===== src/rtl/clock_pkg.sv =====
// Shared clock-datapath constants and the elaboration-time binary-to-BCD helper.
package clock_pkg;
  localparam int               BCD_W      = 4;
  localparam logic [BCD_W-1:0] BCD_MAX    = 4'd9;
  localparam int               MAX_DIGITS = 4;

  // Packs the low 'digits' decimal decades of 'value' into BCD, LS digit in [3:0].
  function automatic logic [BCD_W*MAX_DIGITS-1:0] to_bcd(int value, int digits);
    logic [BCD_W*MAX_DIGITS-1:0] res;
    int v;
    res = '0;
    v   = value;
    for (int i = 0; i < MAX_DIGITS; i++) begin
      if (i < digits) begin
        res[i*BCD_W +: BCD_W] = BCD_W'(v % 10);
        v = v / 10;
      end
    end
    return res;
  endfunction
endpackage


===== src/rtl/bcd_mod_counter_if.sv =====
// Control/data bundle of one counter stage; master drives controls, slave is the counter.
interface bcd_mod_counter_if
  import clock_pkg::*;
#(
  parameter int DIGITS = 2
);
  // No valid/ready handshake: EN, LD, DN and D are level qualifiers sampled at every
  // rising CP edge; Q and ERR are registered, CO is a same-cycle combinational strobe.
  logic                    EN;
  logic                    LD;
  logic                    DN;
  logic [BCD_W*DIGITS-1:0] D;
  logic [BCD_W*DIGITS-1:0] Q;
  logic                    CO;
  logic                    ERR;

  modport master (output EN, LD, DN, D, input Q, CO, ERR);
  modport slave  (input EN, LD, DN, D, output Q, CO, ERR);
endinterface


===== src/rtl/bcd_mod_counter_digit.sv =====
// One BCD decade: clear > load > step; step_out flags the decade rolling over in 'dir'.
module bcd_digit
  import clock_pkg::*;
(
  input  logic             clk,
  input  logic             clr,
  input  logic             load,
  input  logic [BCD_W-1:0] load_val,
  input  logic             step_in,
  input  logic             dir,
  output logic [BCD_W-1:0] value,
  output logic             step_out
);
  logic [BCD_W-1:0] val_q;

  always_ff @(posedge clk) begin
    if (clr) begin
      val_q <= '0;
    end else if (load) begin
      val_q <= load_val;
    end else if (step_in) begin
      if (dir) val_q <= (val_q == '0) ? BCD_MAX : val_q - 4'd1;
      else     val_q <= (val_q == BCD_MAX) ? '0 : val_q + 4'd1;
    end
  end

  assign value    = val_q;
  assign step_out = step_in & (dir ? (val_q == '0) : (val_q == BCD_MAX));
endmodule


===== src/rtl/bcd_mod_counter.sv =====
// Modulo-MODULUS BCD counter with parallel load, cascade carry CO and invalid-load ERR.
// Define BCD_MOD_COUNTER_DOWN_EN to build the DN-selected down-count path.
module bcd_mod_counter
  import clock_pkg::*;
#(
  parameter int DIGITS  = 2,
  parameter int MODULUS = 60
) (
  input logic              CP,
  input logic              CLR,
  bcd_mod_counter_if.slave bus
);
  localparam int W = BCD_W * DIGITS;
  localparam logic [BCD_W*MAX_DIGITS-1:0] TERM_FULL = to_bcd(MODULUS - 1, DIGITS);
  localparam logic [W-1:0] TERM_UP = TERM_FULL[W-1:0];

  logic [W-1:0]  q;
  logic [W-1:0]  term;
  logic [W-1:0]  load_val;
  logic [DIGITS:0] step;
  logic          dir;
  logic          at_term;
  logic          wrap;
  logic          digits_ok;
  logic          load_ok;
  logic          err_q;
  logic          unused_step;

`ifdef BCD_MOD_COUNTER_DOWN_EN
  assign dir  = bus.DN;
  assign term = dir ? '0 : TERM_UP;
`else
  logic unused_dn;
  assign unused_dn = bus.DN;
  assign dir  = 1'b0;
  assign term = TERM_UP;
`endif

  always_comb begin
    digits_ok = 1'b1;
    for (int i = 0; i < DIGITS; i++) begin
      if (bus.D[i*BCD_W +: BCD_W] > BCD_MAX) digits_ok = 1'b0;
    end
  end

  // With every digit legal, packed BCD ordering equals numeric ordering.
  assign load_ok  = digits_ok && (bus.D <= TERM_UP);
  assign at_term  = (q == term);
  assign wrap     = bus.EN & ~bus.LD & at_term;
  assign load_val = bus.LD ? (load_ok ? bus.D : '0) : (dir ? TERM_UP : '0);
  assign step[0]  = bus.EN & ~bus.LD;

  for (genvar g = 0; g < DIGITS; g++) begin : g_digit
    bcd_digit u_digit (
      .clk      (CP),
      .clr      (CLR),
      .load     (bus.LD | wrap),
      .load_val (load_val[g*BCD_W +: BCD_W]),
      .step_in  (step[g]),
      .dir      (dir),
      .value    (q[g*BCD_W +: BCD_W]),
      .step_out (step[g+1])
    );
  end

  // The terminal compare owns the top-decade rollover, so its ripple-out is never used.
  assign unused_step = step[DIGITS];

  always_ff @(posedge CP) begin
    if (CLR) err_q <= 1'b0;
    else     err_q <= bus.LD & ~load_ok;
  end

  assign bus.Q   = q;
  assign bus.ERR = err_q;
  assign bus.CO  = bus.EN & ~bus.LD & ~CLR & at_term;
endmodule


===== src/flat_wrapper.sv =====
// flat-port wrapper written by rule: the top's interface ports become plain ports
module bcd_mod_counter_flat import clock_pkg::*;
#(
  parameter int DIGITS  = 2,
  parameter int MODULUS = 60
)
  (CP, CLR, bus_EN, bus_LD, bus_DN, bus_D, bus_Q, bus_CO, bus_ERR);
  bcd_mod_counter_if #(.DIGITS(DIGITS)) bus_i ();
  input logic CP;
  input logic CLR;
  input wire logic [$bits(bus_i.EN)-1:0] bus_EN;
  input wire logic [$bits(bus_i.LD)-1:0] bus_LD;
  input wire logic [$bits(bus_i.DN)-1:0] bus_DN;
  input wire logic [$bits(bus_i.D)-1:0] bus_D;
  output wire logic [$bits(bus_i.Q)-1:0] bus_Q;
  output wire logic [$bits(bus_i.CO)-1:0] bus_CO;
  output wire logic [$bits(bus_i.ERR)-1:0] bus_ERR;
  assign bus_i.EN = bus_EN;
  assign bus_i.LD = bus_LD;
  assign bus_i.DN = bus_DN;
  assign bus_i.D = bus_D;
  assign bus_Q = bus_i.Q;
  assign bus_CO = bus_i.CO;
  assign bus_ERR = bus_i.ERR;
  bcd_mod_counter #(.DIGITS(DIGITS), .MODULUS(MODULUS)) u_core (.CP(CP), .CLR(CLR), .bus(bus_i));
endmodule

===== config.mk =====
export PLATFORM = sky130hd
export DESIGN_NAME = bcd_mod_counter_flat
export DESIGN_NICKNAME = d
export VERILOG_FILES = /design/src/rtl/clock_pkg.sv /design/src/rtl/bcd_mod_counter_if.sv /design/src/rtl/bcd_mod_counter_digit.sv /design/src/rtl/bcd_mod_counter.sv /design/src/flat_wrapper.sv
export SDC_FILE = /design/constraint.sdc
export NUM_CORES = 1
export LEC_CHECK = 0
export ABC_AREA = 0
export BUFFER_PORTS_ARGS = -buffer_cell sky130_fd_sc_hd__buf_4
export CORE_MARGIN = 2
export CORE_UTILIZATION = 38
export CTS_CLUSTER_DIAMETER = 30
export DETAILED_ROUTE_END_ITERATION = 6
export GPL_TIMING_DRIVEN = 1
export PLACE_DENSITY = 0.69
export SYNTH_ARGS = -nofsm -noshare
export SYNTH_HDL_FRONTEND = slang
export SYNTH_SLANG_ARGS = --single-unit

===== constraint.sdc =====
create_clock -name CP -period 1.79 [get_ports CP]
set_clock_uncertainty 0.2 [all_clocks]
set_input_delay 0.0895 -clock CP [delete_from_list [all_inputs] [get_ports CP]]
set_output_delay 0.0895 -clock CP [all_outputs]
set_load 0.1 [all_outputs]

==> flow_summary.json <==
{
  "via_count": 699,
  "worstPathRequired_ns": 1.50,
  "rsz0062_at_grt": "true",
  "power-per-cell-area_mw_per_mm2": 562,
  "placed_cell_area_um2": 800,
  "drt_iter0_drc": 19,
  "synth_nets": 78,
  "setup_viol": 3,
  "end_kind": "output port",
  "crit_chain": "nand2b_4 -> or4b_4 -> nor4_4 -> buf_6",
  "fin_hold_ws_ns": 0.0302,
  "timing.rr.end": "u_core.g_digit[1].u_digit.value[2]",
  "vias_per_cell": 5.55,
  "synth-async-reset-ratio_pct": 0,
  "status": "finished with violations",
  "area_growth_pct": 87.3,
  "clockBufferDepth": 2,
  "antenna_found_initial": 0,
  "cts-root-buf": "clkbuf_4",
  "syn-instance-count": 65,
  "min-delay-start": "bus_D[6]",
  "fin_crit_ns": 1.97,
  "grt_pass1_wl_mm": 3.19,
  "yosys_warnings": 0,
  "r2r_cells": 5,
  "drc": 0,
  "mostFrequentLayoutCells": "29 x buf_4, 15 x dlygate4sd3_1",
  "port_buffers": 21,
  "stdcell_area_um2": 998,
  "die_height_um": 41.5,
  "slowest_stage": "or4b_4",
  "critPathTopFamily": "simple AND/OR/NAND/NOR gates",
  "cts-htree-levels": 1,
  "holdPathEnd": "u_core.g_digit[1].u_digit.value[2]",
  "synth-edff-count": 0,
  "avgSynthCellArea_um2": 8.20,
  "start_util_pct": 41.0,
  "gp_congestion": 0.784,
  "syn-cell-area_um2": 533,
  "grt_pass1_vias": 733,
  "grt_usage_pct": 24.5,
  "die_area_mm2": 0.00172,
  "fmax_mhz": 508,
  "worstMarginPinSlew_ns": 0.384,
  "antenna_cells": 0,
  "drive_gt1_share_pct": 44.1,
  "cap_viol_max_count": 0,
  "r2r_slack_ns": -0.12,
  "nets": 125,
  "place_hpwl_mm": 1.07,
  "relSlewSlack_pct": 74.3,
  "grt-ovfl-total": 0,
  "path_clk_slew_ns": 0.07,
  "hp-class": "input pin to flop",
  "wirelength_mm": 1.87,
  "core_area_mm2": 0.00130,
  "leakagePower_nw": 0.391,
  "final_common_cell": "buf_4",
  "worst_slack_ns": -0.179,
  "vdd_drop_max_mv": 0.463,
  "critPathKind": "flop to output port",
  "ys_seq_elements": 9,
  "first_pass_iters": 4,
  "min_path_cells": 3,
  "crit_buf_inv": 1,
  "grt_max_degree": 10,
  "start_kind": "flop",
  "reg2reg_from": "u_core.g_digit[0].u_digit.value[2]",
  "ys.flop_type": "dfxtp_1",
  "slowest_delay_ns": 0.51,
  "finalHoldViolCount": 0,
  "violations": "negative setup slack",
  "synth.largest_area_cell": "dfxtp_1",
  "yosysTopAreaCellShare_pct": 33.8,
  "worstPathMaxFanout": 2,
  "cts_tree": "done",
  "timing.final.crit_share_pct": 110,
  "slew_violations": 0,
  "synth.area.top_cells": "dfxtp_1 34%, nand4b_1 4.9%, xnor2_1 4.9%, nand2b_1 4.7%, nand3_1 3.8%",
  "synth_cell_types": 31,
  "row_count": 13,
  "avgRoutedWirePerCell_um": 14.8,
  "place_ws_ns": -0.124,
  "arrival_ns": 1.68,
  "cts_buffers": 3,
  "synth_sequential_area_ratio_pct": 33.8,
  "die_w_um": 41.5,
  "ant_nets": 0,
  "insertion_delay_ns": 0.27,
  "io_pins": 23,
  "cts.sinks": 9
}
## power by group
part	total (mW)	internal (mW)	switching [mW]
clock network	0.171	0.0864	0.0845
logic	0.179	0.0731	0.105
registers	0.211	0.205	0.00657
total	0.561	0.364	0.197
## per-stage QoR
| step | cells | setup TNS [ns] | util, % | total power, mW |
|---|---|---|---|---|
| detailed placement | 106 | -0.246 | 61.4 | 0.363 |
| global placement | 106 | -0.218 | 61.4 | 0.361 |
| CTS | 126 | -0.315 | 76.2 | 0.551 |
| finish | 126 | -0.364 | 76.7 | 0.561 |
| global route | 126 | -0.543 | 76.7 | 0.577 |
| floorplan | 65 | -1.13 | - | 0.311 |
## flip-flops by register name (all words and copies together) (netlist names)
name	flops
u_core.g_digit.u_digit.value	8
u_core.bus.ERR	1
## area by class of cell
cell class,count,area (um^2)
Tap cell,15,18.8
Multi-Input combinational cell,51,367
Inverter,2,7.51
Fill cell,92,303
Sequential cell,9,200
Clock buffer,4,26.3
Timing Repair Buffer,45,379
## kinds of logic (layout without fill, tap and decap cells)
kind of cell | count (synthesis) | in the layout | synth area share (%)
AND/OR/NAND/NOR | 29 | 29 | 32.6
multiplexers | 1 | 1 | 1.88
flip-flops | 9 | 9 | 33.8
AO/OA/AOI/OAI | 18 | 18 | 23.0
XOR/XNOR | 3 | 3 | 4.93
buffers and inverters | 5 | 51 | 3.76
## layer usage
layer / wire length [um] / up-vias / part of all wire, % / GRT usage, %
li1: - / 331 / - / -
met1: 754 / 339 / 40 / 27.1
met2: 946 / 22 / 51 / 40.6
met3: 108 / 7 / 5.8 / 7.83
met4: 57 / 0 / 3.1 / 14.2
met5: 0 / - / 0 / 0
## cell usage after synthesis, types with 2 or more instances
master and n:
clkbuf_1 2, inv_1 2, o21a_1 2, nand2b_1 4, nand3_1 4, a21boi_0 2
o21ai_1 3, a21oi_1 3, nand2_1 3, nor2_1 4, o21ai_0 2, dfxtp_1 9
xnor2_1 3, nand4b_1 3, a31oi_1 2, nor3_1 2
## repair_timing
action	4_1_cts	5_1_grt
hold buffers	15	1
endpoints found under the hold margin	9	1
pin swaps	1	1
buffers inserted	1	0
resized for setup	2	1
endpoints found under the setup margin	3	4
## tightest hold or removal path: cells and delay by family
kind | cells | cell delay [ns]
and+or+nand+nor | 1 | 0.20
AOI/OAI and AO/OA | 1 | 0.06
buffers and inverters | 1 | 0.11
## worst max path at each step
stage	from	end	cells past startpoint
after floorplan	u_core.g_digit[0].u_digit.value[2]	bus_CO	4
after global placement	u_core.g_digit[0].u_digit.value[2]	u_core.g_digit[1].u_digit.value[2]	4
after detailed placement	u_core.g_digit[0].u_digit.value[2]	u_core.g_digit[1].u_digit.value[2]	4
after CTS	u_core.g_digit[0].u_digit.value[2]	bus_CO	4
after global routing	u_core.g_digit[0].u_digit.value[2]	bus_CO	4
final	u_core.g_digit[0].u_digit.value[2]	bus_CO	4
(Power assumes the default switching activity.)
